### config.mk
export PLATFORM = sky130hd
export DESIGN_NAME = bus_demultiplexer_reg
export DESIGN_NICKNAME = d
export VERILOG_FILES = /design/src/rtl/bus_pkg.sv /design/src/rtl/bus_dest_slot.sv /design/src/rtl/bus_demultiplexer_reg.sv
export SDC_FILE = /design/constraint.sdc
export NUM_CORES = 1
export LEC_CHECK = 0
export BUFFER_PORTS_ARGS = -buffer_cell sky130_fd_sc_hd__buf_2
export CAP_MARGIN = 25
export CORE_MARGIN = 2
export CORE_UTILIZATION = 45
export DETAILED_ROUTE_END_ITERATION = 7
export PLACE_DENSITY_LB_ADDON = 0.3
export SYNTH_ARGS = -nofsm -noshare
export SYNTH_HDL_FRONTEND = slang
export SYNTH_HIERARCHICAL = 1
export SYNTH_SLANG_ARGS = --single-unit
### constraint.sdc
create_clock -name CLK -period 2 [get_ports CLK]
set_clock_uncertainty 0.05 [all_clocks]
set_input_delay 0.1 -clock CLK [delete_from_list [all_inputs] [get_ports CLK]]
set_output_delay 0.1 -clock CLK [all_outputs]
set_load 0.02 [all_outputs]
### src/rtl/bus_pkg.sv
// Shared bus constants and types for the data-bus receive path.
package bus_pkg;
    localparam int BUS_W    = 16;
    localparam int SEL_W    = 2;
    localparam int NUM_DEST = 4;

    typedef logic [BUS_W-1:0] bus_word_t;
    typedef logic [SEL_W-1:0] dest_sel_t;
endpackage

### src/rtl/bus_dest_slot.sv
// One destination slot: data register plus valid flag, popped by ack.
module bus_dest_slot #(
    parameter int WIDTH = 16
) (
    input  logic             clk,
    input  logic             rst_n,
    input  logic             wr_en,
    input  logic [WIDTH-1:0] wr_data,
    input  logic             ack,
    output logic [WIDTH-1:0] q,
    output logic             vld,
    output logic             free
);
    logic [WIDTH-1:0] q_d;
    logic             vld_d;

    // An ack on the same edge frees the slot for refill.
    assign free = ~vld | ack;

    always_comb begin
        q_d   = q;
        vld_d = vld;
        if (wr_en) begin
            q_d   = wr_data;
            vld_d = 1'b1;
        end else if (ack) begin
            vld_d = 1'b0;
        end
    end

    always_ff @(posedge clk or negedge rst_n) begin
        if (!rst_n) begin
            q   <= '0;
            vld <= 1'b0;
        end else begin
            q   <= q_d;
            vld <= vld_d;
        end
    end
endmodule

### src/rtl/bus_demultiplexer_reg.sv
// Steers bus words into four registered slots with ready/valid backpressure
// and a saturating stall counter.
module bus_demultiplexer_reg
    import bus_pkg::*;
#(
    parameter int WIDTH = BUS_W,
    parameter int CNT_W = 8
) (
    input  logic               CLK,
    input  logic               RST_N,
    input  logic [WIDTH-1:0]   DBUS,
    input  logic [SEL_W-1:0]   DSEL,
    input  logic               DVALID,
    output logic               DREADY,
    input  logic               BCAST,
    output logic [WIDTH-1:0]   Q0,
    output logic [WIDTH-1:0]   Q1,
    output logic [WIDTH-1:0]   Q2,
    output logic [WIDTH-1:0]   Q3,
    output logic [NUM_DEST-1:0] Q_VLD,
    input  logic [NUM_DEST-1:0] Q_ACK,
    output logic [CNT_W-1:0]   STALL_CNT
);
    logic [WIDTH-1:0]    slot_q [NUM_DEST];
    logic [NUM_DEST-1:0] slot_free;
    logic [NUM_DEST-1:0] slot_wr;
    logic                xfer;
    logic [CNT_W-1:0]    stall_cnt_d;

    // Ready never looks at DVALID, so the driver sees no comb loop.
    assign DREADY = BCAST ? (&slot_free) : slot_free[DSEL];
    assign xfer   = DVALID & DREADY;

    for (genvar n = 0; n < NUM_DEST; n++) begin : g_slot
        assign slot_wr[n] = xfer & (BCAST | (DSEL == SEL_W'(n)));

        bus_dest_slot #(
            .WIDTH (WIDTH)
        ) u_slot (
            .clk     (CLK),
            .rst_n   (RST_N),
            .wr_en   (slot_wr[n]),
            .wr_data (DBUS),
            .ack     (Q_ACK[n]),
            .q       (slot_q[n]),
            .vld     (Q_VLD[n]),
            .free    (slot_free[n])
        );
    end

    assign Q0 = slot_q[0];
    assign Q1 = slot_q[1];
    assign Q2 = slot_q[2];
    assign Q3 = slot_q[3];

    always_comb begin
        stall_cnt_d = STALL_CNT;
        if (DVALID && !DREADY && (STALL_CNT != {CNT_W{1'b1}})) begin
            stall_cnt_d = STALL_CNT + 1'b1;
        end
    end

    always_ff @(posedge CLK or negedge RST_N) begin
        if (!RST_N) begin
            STALL_CNT <= '0;
        end else begin
            STALL_CNT <= stall_cnt_d;
        end
    end
endmodule

==> results of run 1 <==
layer usage:
| layer | part of all wire | vias up | wire length, um | GRT usage |
|---|---|---|---|---|
| li1 | - | 973 | - | - |
| met1 | 0.47 | 1040 | 3280 | 0.237 |
| met2 | 0.45 | 80 | 3140 | 0.281 |
| met3 | 0.072 | 7 | 500 | 0.0545 |
| met4 | 0.0073 | 0 | 51 | 0.0651 |
| met5 | 0 | - | 0 | 0 |
final cells by class:
cell class                 count  area share
tap                           96      0.0280
sequential                    76       0.443
clock buffer                  10      0.0297
timing repair buffer         130       0.191
clock inverter                 6      0.0207
multi-input combinational    113       0.286
inverter                       2     0.00175
state kept, by name, indices dropped and copies added (netlist names):
signal,cells
g_slot.u_slot/q,64
STALL_CNT,8
g_slot.u_slot/vld,4
worst min-delay path by stage:
stage / to / slack, ns / cells after the start
floorplan: STALL_CNT[0] / -0.25 / 0
global placement: g_slot[2].u_slot/q[7] / 0.10 / 2
detailed placement: g_slot[2].u_slot/q[7] / 0.1 / 2
CTS: g_slot[2].u_slot/vld / 0.004 / 3
global route: g_slot[2].u_slot/vld / 0.04 / 3
finish: g_slot[2].u_slot/vld / 0.02 / 3
cells by family after synthesis:
group                      after synthesis  synth area share
buffers and inverters                   10            0.0408
DFF                                     76             0.585
and+or+nand+nor                         32            0.0562
xor gates and xnor gates                 5            0.0135
AOI/OAI and AO/OA                        7            0.0215
adders and majority gates                1           0.00385
muxes                                   68             0.279
per-stage QoR:
step           setup WS, ns  utilization  std cells  hold WS [ns]
5_1_grt             -0.0354        0.622        433        0.0397
4_1_cts              0.0714        0.621        433       0.00382
2_1_floorplan       -0.0718            -        199        -0.246
6_report             0.0732        0.622        433        0.0219
3_3_place_gp          0.132        0.565        400         0.101
3_5_place_dp         0.0943        0.565        400        0.0989
worst reg2reg max path, delay by kind of cell, from the launching register on:
family,cells,cell delay (ns)
AO/OA/AOI/OAI,2,0.25
AND/OR/NAND/NOR,3,0.39
multiplexers,2,0.53
flip-flops,1,0.41
buffers and inverters,1,0.19
power by group through the flow:
| stage | sequential (mW) | clock, mW | combinational [mW] |
|---|---|---|---|
| detailed placement | 2.29 | 0 | 1.96 |
| global placement | 2.28 | 0 | 1.93 |
| global route | 2.33 | 1.36 | 2.11 |
| floorplan | 2.82 | 0 | 0.741 |
| finish | 2.27 | 1.26 | 1.98 |
| CTS | 2.27 | 1.29 | 1.99 |
what timing repair did:
action | 4_1_cts | 5_1_grt
gates resized for setup | 0 | 1
hold endpoints to repair | 137 | 0
setup endpoints to repair | 0 | 25
hold buffers | 17 | 0
cell usage in the layout, fill, tap and decap left out, drive strengths merged:
| master | netlist | layout |
|---|---|---|
| buf | 8 | 113 |
| a22oi | 2 | 2 |
| clkinv | 0 | 2 |
| xnor2 | 2 | 2 |
| a21oi | 3 | 3 |
| nor2 | 5 | 5 |
| nor3b | 1 | 1 |
| mux2 | 68 | 68 |
| inv | 2 | 2 |
| nor3 | 2 | 2 |
| dlygate4sd3 | 0 | 17 |
| and3 | 3 | 3 |
| nand3 | 4 | 4 |
| clkinvlp | 0 | 2 |
| o21bai | 1 | 1 |
| nand2 | 2 | 2 |
| ha | 1 | 1 |
| dfrtp | 76 | 76 |
| nand2b | 10 | 10 |
| or2 | 1 | 1 |
| nand4 | 3 | 3 |
| clkbuf | 0 | 10 |
| bufinv | 0 | 2 |
| or3b | 1 | 1 |
| xor2 | 3 | 3 |
| o21ai | 1 | 1 |
==> summary.md, run 1 <==
| Metric | Value |
|---|---|
| Largest net degree at the start of global routing | a little under 80 |
| Die Wd | between 80 and 90 um |
| Setup repair after global routing missed its margin | yes |
| First-pass GRT wire length | 10.6 mm |
| Vias in the first global route | 2085 |
| Clock share of power | 0.228 |
| Pwr/cell area | 1280 nW/um^2 |
| Placed Area | roughly 3900 sq um |
| Area of the multi-input gates | 1230 sq um |
| CTS Buf Count | 9 |
| CP max stage delay | about 0.41 ns |
| CP bufs+invs | 1 |
| Layout cell share with drive strength beyond 1 | 0.611 |
| All-Layer GR Usage | 0.179 |
| #FFs+latches synth | between 70 and 80 |
| CTS tree | yes |
| Beginning of the critical path | g_slot[3].u_slot/vld |
| Diodes inserted | 0 |
| P_sw | between 1.5 and 2 mW |
| Initial antenna violation count | 0 |
| Max Transition Viols Final | 0 |
| Design area | around 4300 sq um |
| IO Pins | ~100 |
| Slew @ Worst Pin | approximately 0.4 ns |
| Comb power frac | 0.359 |
| Top-count cell post-synth | dfrtp_1 |
| Max Cap Violations | 0 |
| Net Sw Frac | 0.346 |
| Final setup vio count | 0 |
| ANT nets after route | 0 |
| Synth warn | 6 |
| Detailed Place HPWL | ~4.6 mm |
| Via Count | 2100 |
| Critical Path AT | between 2 and 2.5 ns |
| R2R Path End | g_slot[1].u_slot/q[1] |
| Post-synthesis sequential area ratio | 0.585 |
| CTS max path bufs | 2 |
| Hold WC Path Type | in -> reg |
| Drt drc | 0 |
| Sequential Area | 1900 sq um |
| Final total power | approximately 5.5 mW |
| Mean Syn Cell Area | 16.3 sq um |
| Reg-to-reg startpoint | g_slot[3].u_slot/vld |
| P_int | between 3 and 4 mW |
| Gate count of the mapped netlist | about 200 |
| Top cells by count, synth | dfrtp_1, mux2_4, mux2_2, nand2b_1, nor2_1 |
| WL/cell | roughly 16 um |
| Crit-path max FO | 14 |
| Post-synth ARST share | 1.00 |
| Initial DRC Count | 54 |
| Filler instances | ~580 |
| R2R depth | 8 |
| Max Clock Freq | 519 MHz |
| Die Ht | roughly 90 um |
| Final hold viol count | 0 |
| Worst endpoint required time | about 2.2 ns |
| P&R area growth vs syn | 32.1% |
| Worst hold start | Q_ACK[2] |
| Critical path class | reg -> reg |
| # clock sinks | between 70 and 80 |
| Peak supply drop | between 0.6 and 0.7 mV |
| Worst path most repeated cell | a22oi_4 |
| FP Rows | 30 |
| Tcrit/Tclk final | 0.963 |
| WL final | roughly 7.0 mm |
| GRT overflow | 0 |
| Leak pwr | 2.10 nW |
| Synth top area cells | dfrtp_1, mux2_4, mux2_2 |
| TNS Setup | 0 ns |
| Synth Net Count | roughly 230 |
| Cell count along the critical path | 8 |
| Slowest cell on crit path | dfrtp_2 |
| R2r setup slk | between 0.07 and 0.08 ns |
| Die ar. | between 7000 and 8000 sq um |
| Cell taking the most area after synthesis | dfrtp_1 |
| Crit path time final | between 1.5 and 2 ns |
| DRT Pass-1 Iters | 4 |
| Htree depth | 3 |
| Startpoint Class | flip-flop |
| Placeable Area | approximately 6900 sq um |
| Slew HR | 0.732 |
| Setup bufs post-CTS | 0 |
| Via density | slightly below 5 |
| Clock transition at path regs | about 0.080 ns |
| Synthesized cell area | around 3300 sq um |
| Synth top area share | 0.585 |
| Flop pwr share | 0.412 |
| Fin nets | 359 |
| Final GP Congestion | 0.771 |
| Worst skew pair latency | 0.34 ns |
| Most used flip-flop cell after synthesis | dfrtp_1 |
| Critical path endpoint category | flip-flop |
| Worst-path cell chain | nand2b_1 -> mux2_4 -> a22oi_4 -> a22oi_4 -> nand2_2 -> nor2_2 -> buf_12 -> mux2_2 |
| Run status | finished clean |
| Initial Util | 0.471 |
| Yosys cell types | 24 |
| Crit-path leading delay family | multiplexers |
| End of the critical path | g_slot[1].u_slot/q[1] |
| Number of enable flip-flop cells after synthesis | 0 |
| Clk root buf | clkbuf_8 |
| Port buffer count | a little over 100 |
Power figures use the tool's default switching activity.
==> run 2, diff against run 1 <==
Settings changed: BUFFER_PORTS_ARGS -buffer_cell sky130_fd_sc_hd__buf_2 to unset, DONT_BUFFER_PORTS set to 1, SETUP_SLACK_MARGIN set to 0.2, SLEW_MARGIN set to 40.
==> summary.md, run 2 (same netlist as run 1, synthesis figures left out) <==
| Metric | Value |
|---|---|
| Run status | finished, violations left |
| Failing checks | negative hold slack |
| Fin nets | 277 (-23%) |
| Pwr/cell area | 1300 nW/um^2 (+1.6%) |
| Startpoint Class | flip-flop |
| Vias in the first global route | 1958 (-6.1%) |
| Top reg by flops | g_slot.u_slot/q |
| Tcrit/Tclk final | 0.946 (-0.0175) |
| Crit-path max FO | 10 (-4) |
| CTS tree | yes |
| Max Clock Freq | 529 MHz (+1.8%) |
| Filler instances | 574 (-0.52%) |
| All-Layer GR Usage | 0.179 (about the same) |
| Design area | 4080 sq um (-5.0%) |
| Fin Hold WS | -0.603 ns (-0.625 ns) |
| TNS Setup | 0 ns (unchanged) |
| Initial DRC Count | 66 (+22%) |
| Die ar. | 7920 sq um (unchanged) |
| Max Transition Viols Final | 0 (unchanged) |
| Slowest cell on crit path | dfrtp_2 |
| Critical path endpoint category | flip-flop |
| Peak supply drop | 0.648 mV (-0.87%) |
| Via density | 5.08 (+4.7%) |
| Clock transition at path regs | 0.08 ns (about the same) |
| Final Core Density | 0.591 (-0.0312) |
| Largest net degree at the start of global routing | 77 (unchanged) |
| Cts hold-fix bufs | 20 (+3) |
| Worst-path cell chain | nand2b_4 -> mux2_4 -> a22oi_4 -> a22oi_4 -> nand2_4 -> nor2_2 -> buf_6 -> mux2_4 |
| DRT Pass-1 Iters | 4 (unchanged) |
| WL final | 6.66 mm (-4.4%) |
| Final GP Congestion | 0.754 (-2.2%) |
| Sequential Area | 1900 sq um (unchanged) |
| Drt drc | 0 (unchanged) |
| Setup repair after global routing missed its margin | yes |
| Max Cap Violations | 0 (unchanged) |
| Slew HR | 0.608 (-0.125) |
| Clk root buf | clkbuf_8 |
| CP max stage delay | 0.43 ns (+0.02 ns) |
| Final std cells w/o fill | 351 (-19%) |
| Max reg flops | 64 (unchanged) |
| CTS max path bufs | 2 (unchanged) |
| Commonest non-fill, non-tap cell in the layout | dfrtp_1 |
| Layout cell share with drive strength beyond 1 | 0.514 (-0.0976) |
| GRT overflow | 0 (unchanged) |
| Placed Area | 3470 sq um (-11%) |
| Critical Path AT | 2.08 ns (-0.02 ns) |
| Port buffer count | 0 (-100%) |
| FP Rows | 30 (unchanged) |
| Final setup vio count | 0 (unchanged) |
| Slew @ Worst Pin | 0.582 ns (+0.181 ns) |
| P&R area growth vs syn | 25.5% |
| Critical path class | reg -> reg |
| Htree depth | 3 (unchanged) |
| Area of the multi-input gates | 1350 sq um (+10%) |
| Initial antenna violation count | 0 (unchanged) |
| Die Ht | 89.0 um (unchanged) |
| Detailed Place HPWL | 4.34 mm (-4.7%) |
| CP bufs+invs | 1 (unchanged) |
| Crit-path leading delay family | multiplexers |
| Placed cell count | 308 (-23%) |
| # clock sinks | 76 (unchanged) |
| Crit path time final | 1.89 ns (-0.0350 ns) |
| IO Pins | 103 (unchanged) |
| Die Wd | 89.0 um (unchanged) |
| Leak pwr | 1.87 nW (-11%) |
| Most frequent cells in the layout | dfrtp_1, mux2_4, dlygate4sd3_1 |
| Via Count | 1782 (-15%) |
| CTS Buf Count | 9 (unchanged) |
| Hold WC Path Type | in -> async |
| Placeable Area | 6910 sq um (unchanged) |
| Worst skew pair latency | 0.34 ns (about the same) |
| Biggest regs | g_slot.u_slot/q: 64 flops, STALL_CNT: 8 flops, g_slot.u_slot/vld: 4 flops |
| Worst endpoint required time | 2.18 ns (about the same) |
| Final hold viol count | 76 (+76) |
| Diodes inserted | 0 (unchanged) |
| Initial Util | 0.471 (unchanged) |
| First-pass GRT wire length | 10.4 mm (-1.6%) |
| WL/cell | 19.0 um (+18%) |
| ANT nets after route | 0 (unchanged) |
-- run 2: path summary, 6_finish.rpt --
check	start	slack, ns	depth (start not counted)	to
min in group CLK	DVALID	0.05	2	g_slot[0].u_slot/vld
setup / recovery	g_slot[1].u_slot/vld	0.11	8	g_slot[1].u_slot/q[10]
max in group asynchronous	RST_N	2.36	0	g_slot[3].u_slot/vld
hold reg to reg	g_slot[2].u_slot/vld	0.54	2	g_slot[2].u_slot/vld
hold / removal	RST_N	-0.60	0	g_slot[1].u_slot/q[7]
setup reg to reg	g_slot[1].u_slot/vld	0.11	8	g_slot[1].u_slot/q[10]
-- run 2: final cells by class --
type                            count  share of cell area
Clock buffer                       11              0.0347
Clock inverter                      5              0.0205
Inverter                            2             0.00184
Multi-Input combinational cell    113               0.332
Sequential cell                    76               0.467
Tap cell                           96              0.0294
Timing Repair Buffer               48               0.115
-- run 2: repair_timing --
action,CTS,global route
gates cloned,1,0
endpoints found under the setup margin,65,72
endpoints found under the hold margin,144,76
buffers inserted,6,0
pin swaps,1,1
resized for setup,22,11
-- run 2: stage by stage --
step	hold slack, ns	total power [mW]	setup slack [ns]
floorplan	-0.246	3.57	-0.0689
global placement	-0.244	3.85	0.128
detailed placement	-0.243	3.88	0.102
CTS	-0.625	5.33	0.127
global route	-0.637	5.55	0.0307
finish	-0.603	5.30	0.108
-- run 2: metal layers --
layer / routed length (um) / track usage / vias to the layer above / part of all wire
met4: 112 / 0.0801 / 0 / 0.017
met3: 672 / 0.0766 / 12 / 0.10
met1: 2750 / 0.224 / 896 / 0.41
li1: - / - / 798 / -
met5: 0 / 0 / - / 0
met2: 3130 / 0.272 / 76 / 0.47
-- run 2: power by group --
group          internal, mW  switching, mW
Sequential             1.98          0.818
Combinational         0.759          0.445
Clock                 0.741          0.562
